$ cat config.mk
export PLATFORM = sky130hd
export DESIGN_NAME = pkt_pair_dispatch
export DESIGN_NICKNAME = d
export VERILOG_FILES = /design/src/rtl/pkt_pair_dispatch.sv
export SDC_FILE = /design/constraint.sdc
export NUM_CORES = 1
export LEC_CHECK = 0
export CORE_MARGIN = 2
export CORE_UTILIZATION = 58
export DETAILED_ROUTE_END_ITERATION = 8
export GPL_ROUTABILITY_DRIVEN = 0
export PLACE_DENSITY = 0.79
export REMOVE_ABC_BUFFERS = 1
export SLEW_MARGIN = 10
export SYNTH_ARGS = -nofsm -noshare
export SYNTH_HDL_FRONTEND = slang
export SYNTH_SLANG_ARGS = --single-unit
$ cat constraint.sdc
create_clock -name clk -period 10.5 [get_ports clk]
set_clock_uncertainty 0.2 [all_clocks]
set_input_delay 2.1 -clock clk [delete_from_list [all_inputs] [get_ports clk]]
set_output_delay 2.1 -clock clk [all_outputs]
set_load 0.02 [all_outputs]
$ cat src/rtl/pkt_pair_dispatch.sv
// Ingress header FIFO that feeds two classifier lanes. Headers leave in pairs
// whenever two are buffered. A lone header leaves on lane 1 after a timeout or on flush.
module pkt_pair_dispatch #(
  parameter int PACKET_WIDTH  = 104,
  parameter int FIFO_DEPTH    = 8,
  parameter int FLUSH_TIMEOUT = 4
) (
  input  logic                          clk,
  input  logic                          RSTn,
  input  logic [PACKET_WIDTH-1:0]       pkt_in,
  input  logic                          pkt_in_valid,
  output logic                          pkt_in_ready,
  input  logic                          flush,
  output logic [PACKET_WIDTH-1:0]       packet_out1,
  output logic [PACKET_WIDTH-1:0]       packet_out2,
  output logic                          pkt_valid_out1,
  output logic                          pkt_valid_out2,
  output logic [$clog2(FIFO_DEPTH):0]   fifo_count,
  output logic [31:0]                   disp_cnt
);

  localparam int AW = $clog2(FIFO_DEPTH);
  localparam int CW = AW + 1;
  localparam logic [CW-1:0] DEPTH_C  = CW'(FIFO_DEPTH);
  localparam logic [7:0]    WAIT_MAX = 8'(FLUSH_TIMEOUT - 1);

  typedef enum logic [1:0] {
    DISP_NONE,
    DISP_SINGLE,
    DISP_PAIR
  } disp_e;

  logic [PACKET_WIDTH-1:0] r_mem [FIFO_DEPTH];
  logic [AW-1:0]           r_wr_ptr;
  logic [AW-1:0]           r_rd_ptr;
  logic [CW-1:0]           r_count;
  logic [7:0]              r_wait_cnt;
  logic [PACKET_WIDTH-1:0] r_out1;
  logic [PACKET_WIDTH-1:0] r_out2;
  logic                    r_vld1;
  logic                    r_vld2;
  logic [31:0]             r_disp_cnt;

  disp_e                   w_disp;
  logic                    w_push;
  logic [1:0]              w_pop_n;
  logic [AW-1:0]           w_rd_ptr_p1;

  // Readiness looks only at the registered count, so a same-cycle pop never frees a slot early.
  assign pkt_in_ready = (r_count < DEPTH_C);
  assign w_push       = pkt_in_valid & pkt_in_ready;
  assign w_rd_ptr_p1  = r_rd_ptr + AW'(1);

  // NOTE: every variable gets a default at the top of an always_comb so no path can infer a latch.
  always_comb begin
    w_disp  = DISP_NONE;
    w_pop_n = 2'd0;
    if (r_count >= CW'(2)) begin
      w_disp  = DISP_PAIR;
      w_pop_n = 2'd2;
    end else if (r_count == CW'(1) && (r_wait_cnt == WAIT_MAX || flush)) begin
      w_disp  = DISP_SINGLE;
      w_pop_n = 2'd1;
    end
  end

  // NOTE: FIFO storage has no reset; the pointers and count alone decide which entries are live.
  always_ff @(posedge clk) begin
    if (w_push) begin
      r_mem[r_wr_ptr] <= pkt_in;
    end
  end

  // NOTE: sequential state uses non-blocking assignments so every register samples pre-edge values.
  always_ff @(posedge clk or negedge RSTn) begin
    if (!RSTn) begin
      r_wr_ptr   <= '0;
      r_rd_ptr   <= '0;
      r_count    <= '0;
      r_wait_cnt <= '0;
      r_disp_cnt <= '0;
    end else begin
      if (w_push) begin
        r_wr_ptr <= r_wr_ptr + AW'(1);
      end
      r_rd_ptr   <= r_rd_ptr + AW'(w_pop_n);
      r_count    <= r_count + CW'(w_push) - CW'(w_pop_n);
      r_disp_cnt <= r_disp_cnt + 32'(w_pop_n);
      if (r_count == CW'(1) && w_disp == DISP_NONE) begin
        r_wait_cnt <= r_wait_cnt + 8'd1;
      end else begin
        r_wait_cnt <= '0;
      end
    end
  end

  // Lane outputs are zeroed whenever their valid is low.
  always_ff @(posedge clk or negedge RSTn) begin
    if (!RSTn) begin
      r_out1 <= '0;
      r_out2 <= '0;
      r_vld1 <= 1'b0;
      r_vld2 <= 1'b0;
    end else begin
      case (w_disp)
        DISP_PAIR: begin
          r_out1 <= r_mem[r_rd_ptr];
          r_out2 <= r_mem[w_rd_ptr_p1];
          r_vld1 <= 1'b1;
          r_vld2 <= 1'b1;
        end
        DISP_SINGLE: begin
          r_out1 <= r_mem[r_rd_ptr];
          r_out2 <= '0;
          r_vld1 <= 1'b1;
          r_vld2 <= 1'b0;
        end
        default: begin
          r_out1 <= '0;
          r_out2 <= '0;
          r_vld1 <= 1'b0;
          r_vld2 <= 1'b0;
        end
      endcase
    end
  end

  assign packet_out1    = r_out1;
  assign packet_out2    = r_out2;
  assign pkt_valid_out1 = r_vld1;
  assign pkt_valid_out2 = r_vld2;
  assign fifo_count     = r_count;
  assign disp_cnt       = r_disp_cnt;

endmodule

==> reports/summary.md <==
After synthesis, the cell types taking the most area are sky130_fd_sc_hd__edfxtp_1 55%, sky130_fd_sc_hd__mux4_2 21%, sky130_fd_sc_hd__dfrtp_1 14%. Of all nets on the critical path, the largest fanout is 56. Data on the critical path arrives at its endpoint at 5.48 ns. The placed instances occupy a cell area of 0.05007 mm^2. Final period demand of the worst path: 5.380 ns. The logs give 0 for the post-CTS repair timing setup buffer count and 5.120 ns for the least setup slack across all paths after layout. The die height was 284.5 um. The area growth from synthesis to layout is 17.60%. The run finished with clean final reports.

The count of endpoints failing hold in the final timing report came out at 0. For this run, the post-layout net count is 2821. The share of Yosys cell area claimed by the top area cell type was 54.76%. The worst hold slack was 0.2733 ns; the average wire per standard cell was 28.65 um.

The combined area of all synthesized cells was 0.04562 mm^2; the horizontal extent of the die was 284.5 um. Setup repair after global routing left no endpoint under its margin. Actual transition at the worst max-transition pin: 1.158 ns. The tools report the wire length reported by the detailed router as 110000 um. Following the worst setup path forward leads to its endpoint at r_mem[1][44].

After routing the design area is 0.05365 mm^2. Maximum frequency from static timing analysis: 0.1859 GHz. The first global-routing pass estimated 166400 um of wire.

Critical path startpoint: pkt_in_valid. Register bit total from synthesis: 1092. For this design the total switching power over the nets is 6.111 mW. The share of total power dissipated in sequential elements is 34.6%. The number of setup violations in the final report came out at 0.

After detailed routing, the number of remaining DRC violations is 0. The gate count after technology mapping is 2345, and the share of cells above drive strength 1 is 23.32%. STA classifies the critical path startpoint as a primary input. The initial utilization of the core area, before any placement, comes to 58.70%. For the clock network latency to the later pin of the worst-skew pair, the log shows 0.68 ns.

The classification of the worst-slack hold path was reg -> reg. The worst register-to-register path ends at packet_out1[7]. Using the TritonRoute via totals, the vias-per-cell ratio works out to 6.498.

The antenna violation net count after detailed routing was 0; the path depth of the worst reg2reg path was 6. The worst slack after detailed placement was 4.474 ns; the depth of the CTS H-tree was 3. The share of total power in the clock network was 22.2%.

For this design the ratio of total power to cell area is 321.6 mW/mm^2. The worst setup path is of the in -> reg kind. The floorplan core area came out at 0.07772 mm^2. Adding up every negative setup slack in the final design gives 0 ns. After the flow finishes, the layout carries non-filler instances totaling 3841. The worst-case IR drop observed on VDD is 0.2670 mV. The detailed-route via count was 24960.

For the portion of the post-synthesis area used by sequential elements, the log shows 69.02%. In this run the tightest slew margin relative to its limit is 22.77%. The clock transition at the registers of the reported paths is 0.06 ns, and the largest buffer count on any clock path is 3. The count of TritonRoute iterations in the first routing pass is 5, and the number of placed cells counting well taps is 3630.

For this design, the CTS-stage hold fixing added 0 buffers. TritonCTS built the clock tree. The die covers 0.08092 mm^2.

The required arrival time at the worst endpoint is 10.60 ns, and the leakage power of the design is 18.64 nW. The internal power of the cells totals 11.15 mW. The number of ports placed on the die boundary is 355. The max-slew violation total from the final report is 0. After filler insertion, the fill cell instance count of the layout stands at 4661. The number of antenna violations at the first check in global routing was 17; the quantity of gates resized following cts was 0. During synthesis, Yosys emitted a total of 0 warnings. In the finished design, the share of the clock period the worst path needs comes to 51.24%. The synthesized design spends more area on one cell type than any other, namely sky130_fd_sc_hd__edfxtp_1. The clock buffer count from CTS is 106. The count of routing violations after the opening detailed-route iteration is 2670.

The tools report the type of destination of the critical path as a flip-flop. The number of sinks on the clock net is 1092. Buffer type at the clock tree root: sky130_fd_sc_hd__clkbuf_16. After synthesis, the share of flip-flops with an asynchronous set or reset is 23.81%. The via count of the first global-routing pass is 26240. The number of unique standard cell types used by synthesis was 37; the net switching fraction of the power was 35.41%. A synthesized cell averages 19.46 um^2. In this run the critical register-to-register path is launched from r_rd_ptr[0]. For this run, the leading register cell type out of synthesis is sky130_fd_sc_hd__edfxtp_1. Input and output buffers added on the ports amount to 354. Entering global routing, the biggest net connects 83 pins.

The number of cells on the worst hold path works out to 1. Counting flops with a built-in enable in the synthesized netlist gives 832. The worst setup slack for register-to-register paths is 5.68 ns, and the count of standard-cell rows is 102. The total overflow left after global routing is 0. The number of maximum-capacitance violations came out at 0. The HPWL reported at the end of detailed placement is 63250 um, and the part of the power in combinational logic is 43.2%. Global routing consumed, over all layers together, 27.58% of the routing resources.
-- layer usage --
metal	track usage (%)	vias up	part of all wire, %
li1	-	10130	-
met1	37.68	13320	37
met2	45.43	1319	51
met3	5.963	170	9.4
met4	8.171	22	2.4
met5	0	-	0.13
-- worst min-delay path by stage --
stage / from / slack [ns] / to
3_5_place_dp: r_wait_cnt[0] / 0.26 / r_wait_cnt[0]
3_3_place_gp: r_wait_cnt[0] / 0.24 / r_wait_cnt[0]
6_report: disp_cnt[31] / 0.27 / disp_cnt[31]
4_1_cts: r_wait_cnt[0] / 0.27 / r_wait_cnt[0]
2_1_floorplan: r_wait_cnt[0] / 0.23 / r_wait_cnt[0]
5_1_grt: r_wait_cnt[0] / 0.28 / r_wait_cnt[0]
-- state kept, by name, summed over array words and instances (netlist names), 3 cells and up --
signal,cells
r_mem,832
packet_out1,104
packet_out2,104
disp_cnt,32
r_wait_cnt,8
fifo_count,4
r_rd_ptr,3
r_wr_ptr,3
-- cells in the final DEF (no fill, tap or decap), drive strengths merged, types with 6 or more instances in the layout --
master           n
clkdlybuf4s50  353
nand4           11
ha              12
dfrtp          260
nor2           122
clkinv          38
xnor2           30
inv             19
nand2          221
mux4           416
bufinv           8
a21oi          106
mux2i          104
diode            9
edfxtp         832
clkbuf         150
xor2            13
buf             42
nand3           17
and3             6
-- cells in the mapped netlist, types with 2 or more instances --
cell type,n
sky130_fd_sc_hd__clkbuf_1,39
sky130_fd_sc_hd__nand4_1,10
sky130_fd_sc_hd__xor2_1,12
sky130_fd_sc_hd__nand4b_1,3
sky130_fd_sc_hd__ha_1,12
sky130_fd_sc_hd__nor2b_1,2
sky130_fd_sc_hd__a21oi_1,106
sky130_fd_sc_hd__buf_4,28
sky130_fd_sc_hd__dfrtp_1,260
sky130_fd_sc_hd__buf_6,11
sky130_fd_sc_hd__nand3_1,17
sky130_fd_sc_hd__nor2_1,122
sky130_fd_sc_hd__nand2_1,221
sky130_fd_sc_hd__mux4_2,416
sky130_fd_sc_hd__and3_1,6
sky130_fd_sc_hd__buf_2,55
sky130_fd_sc_hd__nor3_1,4
sky130_fd_sc_hd__nor4_4,2
sky130_fd_sc_hd__mux2i_1,104
sky130_fd_sc_hd__xnor2_1,29
sky130_fd_sc_hd__and4_1,3
sky130_fd_sc_hd__nand2b_1,5
sky130_fd_sc_hd__buf_1,17
sky130_fd_sc_hd__edfxtp_1,832
sky130_fd_sc_hd__fa_1,3
sky130_fd_sc_hd__inv_1,15
-- metrics by stage --
step	total power [mW]	util [%]
global placement	13.38	64.42
detailed placement	13.53	64.42
global route	18.05	69.01
finish	17.26	69.03
CTS	17.40	69.00
floorplan	12.28	-
-- critical path, cell delays in order --
cell                              delay, ns
sky130_fd_sc_hd__clkdlybuf4s50_1       0.46
sky130_fd_sc_hd__nor2b_1               0.58
sky130_fd_sc_hd__nand2_1               0.42
sky130_fd_sc_hd__nor3_2                0.24
sky130_fd_sc_hd__buf_4                 0.79
sky130_fd_sc_hd__buf_4                 0.83
-- power by group through the flow --
stage	logic [mW]	registers, mW	clock network, mW
floorplan	5.44	6.83	0
global placement	7.37	6.01	0
detailed placement	7.48	6.05	0
CTS	7.55	5.98	3.87
global route	7.96	6.05	4.04
finish	7.45	5.98	3.83
-- cells by family after synthesis --
logic type / share of synthesized area, %
compound gates: 1.209
mux: 22.84
xor+xnor: 0.8584
flops: 69.02
simple gates: 3.678
buf+inv: 1.928
fa+ha+maj: 0.4607
-- layout make-up --
cell class / instances / area (um^2) / share of cell area [%]
inverter: 16 / 62.56 / 0.1166
timing repair buffer: 395 / 3856 / 7.188
tap: 1040 / 1301 / 2.425
antenna: 9 / 22.52 / 0.04198
clock buffer: 150 / 3009 / 5.609
clock inverter: 52 / 546.8 / 1.019
multi-input combinational: 1087 / 13350 / 24.88
sequential: 1092 / 31500 / 58.72
Note: power is estimated with default switching activity, not from simulation.
